$ cat src/rtl/bus_arbiter_rr.sv
// Round-robin arbiter for the quad-core shared memory bus.
// Grants one core at a time for exactly one memory transaction. The transaction
// ends on mem_ready, or is aborted by a watchdog if memory does not answer within
// TIMEOUT cycles. An optional one-cycle turnaround separates successive grants.
// Every output comes straight from a register.
module bus_arbiter_rr #(
  parameter int TIMEOUT    = 16,  // max cycles a grant waits for mem_ready (>= 2)
  parameter int TURNAROUND = 1    // 1: idle cycle between grants, 0: back-to-back
) (
  input  logic       clk,
  input  logic       rst,
  input  logic [3:0] req,
  input  logic       mem_ready,
  output logic [3:0] grant,
  output logic [1:0] gnt_id,
  output logic       busy,
  output logic [3:0] done,
  output logic       timeout_err
);

  // Timer width covers TIMEOUT-1 with headroom, so it saturates instead of wrapping.
  localparam int TW = $clog2(TIMEOUT) + 1;
  localparam logic [TW-1:0] TIMER_LAST = TW'(TIMEOUT - 1);
  localparam logic [TW-1:0] TIMER_MAX  = '1;

  typedef enum logic [1:0] {
    IDLE = 2'd0,
    BUSY = 2'd1,
    TURN = 2'd2
  } state_t;

  state_t        state_q, state_d;
  logic [3:0]    grant_q, grant_d;
  logic [1:0]    gnt_id_q, gnt_id_d;
  logic          busy_q, busy_d;
  logic [3:0]    done_q, done_d;
  logic          timeout_err_q, timeout_err_d;
  logic [TW-1:0] timer_q, timer_d;
  logic [1:0]    last_q, last_d;

  // Winner search: last+1 has highest priority, last itself the lowest.
  // Iterating from lowest to highest priority lets the highest overwrite the rest.
  // Callers only use the result when r is non-zero.
  function automatic logic [1:0] pick_winner(input logic [3:0] r, input logic [1:0] last);
    logic [1:0] idx;
    logic [1:0] win;
    win = last;
    for (int k = 4; k >= 1; k--) begin
      idx = last + 2'(k);
      if (r[idx]) win = idx;
    end
    return win;
  endfunction

  // Winner among the current requests, measured from the core that was served last.
  logic [1:0] idle_winner;
  // Winner when re-arbitrating on completion: the finishing core becomes "last".
  logic [1:0] chain_winner;

  // Both winners are pure functions of inputs and registered state.
  always_comb begin
    idle_winner  = pick_winner(req, last_q);
    chain_winner = pick_winner(req, gnt_id_q);
  end

  // Next-state and next-output logic for the IDLE / BUSY / TURN controller.
  always_comb begin
    // NOTE: every variable gets a default before the case, so no path can leave
    // one unassigned and infer a latch.
    state_d       = state_q;
    grant_d       = grant_q;
    gnt_id_d      = gnt_id_q;
    busy_d        = busy_q;
    done_d        = 4'b0000;
    timeout_err_d = 1'b0;
    timer_d       = timer_q;
    last_d        = last_q;

    unique case (state_q)
      IDLE: begin
        if (req != 4'b0000) begin
          grant_d  = 4'b0001 << idle_winner;
          gnt_id_d = idle_winner;
          busy_d   = 1'b1;
          timer_d  = '0;
          state_d  = BUSY;
        end
      end

      BUSY: begin
        // Request changes are ignored while a transaction is in flight.
        if (timer_q != TIMER_MAX) timer_d = timer_q + 1'b1;

        if (mem_ready) begin
          // Completion takes priority over a watchdog expiry in the same cycle.
          done_d = grant_q;
          last_d = gnt_id_q;
          if (TURNAROUND == 0 && req != 4'b0000) begin
            grant_d  = 4'b0001 << chain_winner;
            gnt_id_d = chain_winner;
            busy_d   = 1'b1;
            timer_d  = '0;
            state_d  = BUSY;
          end else begin
            grant_d = 4'b0000;
            busy_d  = 1'b0;
            state_d = (TURNAROUND != 0) ? TURN : IDLE;
          end
        end else if (timer_q == TIMER_LAST) begin
          // Watchdog abort: the core loses its slot and goes to the back of the rotation.
          timeout_err_d = 1'b1;
          last_d        = gnt_id_q;
          grant_d       = 4'b0000;
          busy_d        = 1'b0;
          state_d       = (TURNAROUND != 0) ? TURN : IDLE;
        end
      end

      TURN: begin
        state_d = IDLE;
      end

      default: begin
        state_d = IDLE;
        grant_d = 4'b0000;
        busy_d  = 1'b0;
      end
    endcase
  end

  // State and output registers; reset drops any grant immediately.
  always_ff @(posedge clk or posedge rst) begin
    if (rst) begin
      state_q       <= IDLE;
      grant_q       <= 4'b0000;
      gnt_id_q      <= 2'd0;
      busy_q        <= 1'b0;
      done_q        <= 4'b0000;
      timeout_err_q <= 1'b0;
      timer_q       <= '0;
      last_q        <= 2'd3;  // core 0 wins the first arbitration
    end else begin
      // NOTE: sequential state uses non-blocking assignments so all registers
      // update together from the values present before the edge.
      state_q       <= state_d;
      grant_q       <= grant_d;
      gnt_id_q      <= gnt_id_d;
      busy_q        <= busy_d;
      done_q        <= done_d;
      timeout_err_q <= timeout_err_d;
      timer_q       <= timer_d;
      last_q        <= last_d;
    end
  end

  assign grant       = grant_q;
  assign gnt_id      = gnt_id_q;
  assign busy        = busy_q;
  assign done        = done_q;
  assign timeout_err = timeout_err_q;

endmodule
$ cat config.mk
export PLATFORM = sky130hd
export DESIGN_NAME = bus_arbiter_rr
export DESIGN_NICKNAME = d
export VERILOG_FILES = /design/src/rtl/bus_arbiter_rr.sv
export SDC_FILE = /design/constraint.sdc
export NUM_CORES = 1
export LEC_CHECK = 0
export ABC_AREA = 1
export CORE_MARGIN = 2
export CORE_UTILIZATION = 35
export CTS_CLUSTER_DIAMETER = 30
export CTS_CLUSTER_SIZE = 30
export DETAILED_ROUTE_END_ITERATION = 8
export GPL_ROUTABILITY_DRIVEN = 1
export GPL_TIMING_DRIVEN = 0
export PLACE_DENSITY_LB_ADDON = 0.08
export SYNTH_ARGS = -nofsm -noshare
export SYNTH_HDL_FRONTEND = slang
export SYNTH_SLANG_ARGS = --single-unit
export TNS_END_PERCENT = 20
$ cat constraint.sdc
create_clock -name clk -period 1.5 [get_ports clk]
set_input_delay 0.3 -clock clk [delete_from_list [all_inputs] [get_ports clk]]
set_output_delay 0.3 -clock clk [all_outputs]
set_load 0.005 [all_outputs]
==> results.py <==
metrics = {
    "run_status": {
        "outcome": "finished with violations",
        "violations": "setup timing",
    },
    "finish": {
        "drive_gt1_frac": 0.231,
        "regArea_sq_um": 528,
        "finalNetCount": 180,
        "multi_input_area_sq_um": 534,
        "area_growth_pct": 31.3,
        "nFillCells": 306,
        "diodes": 0,
    },
    "floorplan": {
        "die_x_microns": 60.1,
        "start_util": 0.364,
        "rows": 20,
        "die_area_sq_um": 3610,
        "core_area_sq_um": 3030,
        "io_pins": 19,
        "die_height_microns": 60.1,
    },
    "sta": {
        "clock-skew-final_ps": 5.05,
        "rsz0062_at_grt": "true",
        "fmax_mhz": 645,
        "finalHoldViolations": 0,
        "tns_ps": -227,
        "relSlewSlack": 0.484,
        "fin_ws_ps": -51.2,
        "worstMarginPinSlew_ps": 773,
        "finalSetupViolations": 8,
        "period_share": 1.03,
        "final-max-slew-violation-count": 0,
        "fin_crit_ps": 1550,
        "holdWs_ps": 422,
    },
    "clock_network": {
        "cts_sinks": 21,
        "cts_tree": "yes",
        "cts.htree.levels": 1,
        "cts-root-buf": "clkbuf_4",
        "clk_pin_slew_worst_paths_ps": 120,
        "cts_buffer_depth": 2,
        "clk-insertion-delay-late_ps": 310,
        "cts_made_buffers": 3,
    },
    "global_route": {
        "grt_pass1_wl_microns": 3950,
        "grt_max_degree": 22,
        "gr-total-overflow": 0,
        "antenna_found_initial": 0,
        "grtUsageTotal": 0.149,
        "first_global_vias": 935,
    },
    "critical_path": {
        "reg2reg_depth": 9,
        "cp.arrival_ps": 1750,
        "reg2reg_to": "timer_q[4]",
        "cp_max_fo": 6,
        "cp.required_ps": 1700,
        "cp-end-kind": "flop",
        "path_class": "reg -> reg",
        "reg2reg_from": "timer_q[0]",
        "critPathLaunchType": "flop",
        "rrSetupSlack_ps": -50,
    },
    "detailed_routing": {
        "drc": 0,
        "wl_per_cell_microns": 10.5,
        "viasPerCell": 4.53,
        "dr_total_vias": 965,
        "wirelength_microns": 2230,
        "drtIter0Drc": 31,
        "ant_nets": 0,
        "drt_pass1_iterations": 3,
    },
    "synth": {
        "synthArstFlopShare": 1.00,
        "synth-compound-area-share": 0.0648,
        "yosysMostFrequentCell": "nand2_1",
        "avgSynthCellArea_sq_um": 7.70,
        "synth_mux_area_frac": 0,
        "synth_seq_cells": 21,
        "netlist.area_leader.share": 0.432,
        "synthFlopType": "dfrtp_1",
        "synth_edf_count": 0,
        "synthCells": 143,
        "synth_area_leaders": "dfrtp_1, nand2_1, dfstp_2",
        "yosys.area_share.adder": 0.0341,
        "synth_top_family_by_area": "simple AND/OR/NAND/NOR gates",
        "ys_top_cells_by_count": "nand2_1, dfrtp_1, inv_1",
        "synth_fp_nets": 153,
        "synth_simple_gate_area_share": 0.340,
        "synth-xor-area-share": 0,
        "synth_cell_type_count": 17,
        "netlist_area_sq_um": 1100,
        "ys_seq_area_frac": 0.480,
        "ys.warnings.count": 0,
        "post-synth-top-area-cell": "dfrtp_1",
    },
    "flow_run": {
        "drv_cap": 0,
    },
    "placement": {
        "globalplace.congestion": 0.733,
        "dp_hpwl_microns": 1700,
        "io_buffers": 18,
    },
    "power": {
        "p_int_mw": 1.39,
        "p_sw_mw": 1.13,
        "p_sw_frac": 0.448,
        "powerDensity_nw_per_um2": 1750,
        "pwr-share-comb": 0.551,
        "pwr-share-seq": 0.339,
        "power.leakage_nw": 0.750,
        "clkPwrFrac": 0.110,
        "ir_worst_vdd_mv": 0.721,
    },
    "hold_path": {
        "worstHoldPathType": "in -> async",
    },
}
## sequential cells by signal, summed over array words and instances (netlist names)
| name | flops |
|---|---|
| timer_q | 5 |
| timeout_err | 1 |
| busy | 1 |
| done | 4 |
| gnt_id | 2 |
| state_q | 2 |
| grant | 4 |
| last_q | 2 |
## layer usage
metal  routed length [microns]  vias up  global-route usage
met5                         0        -                   0
met4                        53        0              0.0857
met3                        56        4              0.0195
met2                      1170       12               0.262
met1                       943      448               0.170
li1                          -      501                   -
## worst max-delay path: stages (launching register included)
cell,delay [ps]
dfrtp_1,380
ha_2,190
inv_2,50
nor3_4,220
ha_2,210
nor2_2,50
inv_2,90
nand2_1,100
nand2_1,80
o21ai_0,70
## per-stage QoR
step	instance area [sq um]	utilization	total power, mW	cells	worst slack [ps]
after floorplan	1100	-	1.79	143	58.5
after global placement	1340	0.441	2.17	205	-220
after detailed placement	1340	0.441	2.20	205	-231
after CTS	1400	0.464	2.50	212	-62.4
after global routing	1450	0.477	2.81	213	-176
final	1450	0.477	2.52	213	-51.2
## repair_timing
action | in CTS | in global routing
resized for setup | 15 | 10
pin swaps | 4 | 4
buffers inserted | 3 | 1
hold buffers | 0 | 0
endpoints found under the setup margin | 19 | 15
## layout make-up
type,count,share of cell area
well taps,44,0.0381
flip-flops and latches,21,0.365
repair buffers,22,0.144
clock buffers,4,0.0182
plain buffers,1,0.0104
inverters,19,0.0545
multi-input cells,102,0.370
## cell families (layout without fill, tap and decap cells)
logic type                 Yosys count  count (layout)
AOI/OAI and AO/OA                   11              11
adders and majority gates            3               3
buffers and inverters               20              46
DFF                                 21              21
and+or+nand+nor                     88              88
## placed cells by master, fill, tap and decap left out, types with 3 or more instances in the layout
cell              n
nand3_1           9
buf_4             4
dfrtp_1          19
o21ai_1           4
nand2_1          48
clkbuf_4          3
o21ai_0           4
nor3_1            4
inv_1            11
nor2_1           10
inv_2             7
nand2_2          11
dlygate4sd2_1     6
clkdlybuf4s50_1  10
nor2_2            3
## power by group through the flow
stage               logic (mW)  registers (mW)  clock network, mW
global route              1.62           0.882              0.315
floorplan                0.940           0.853                  0
finish                    1.39           0.854              0.278
global placement          1.30           0.867                  0
CTS                       1.36           0.854              0.284
detailed placement        1.33           0.869                  0
## worst max path at each step
stage                     from         end  depth (start not counted)
floorplan           timer_q[0]    grant[2]                         11
CTS                 timer_q[0]    grant[3]                         11
global placement        req[3]    grant[3]                          8
finish              timer_q[0]  timer_q[4]                          9
detailed placement  timer_q[0]    grant[3]                         11
global route        timer_q[0]    grant[2]                         11
No activity file was read; power rests on OpenSTA's default activity.
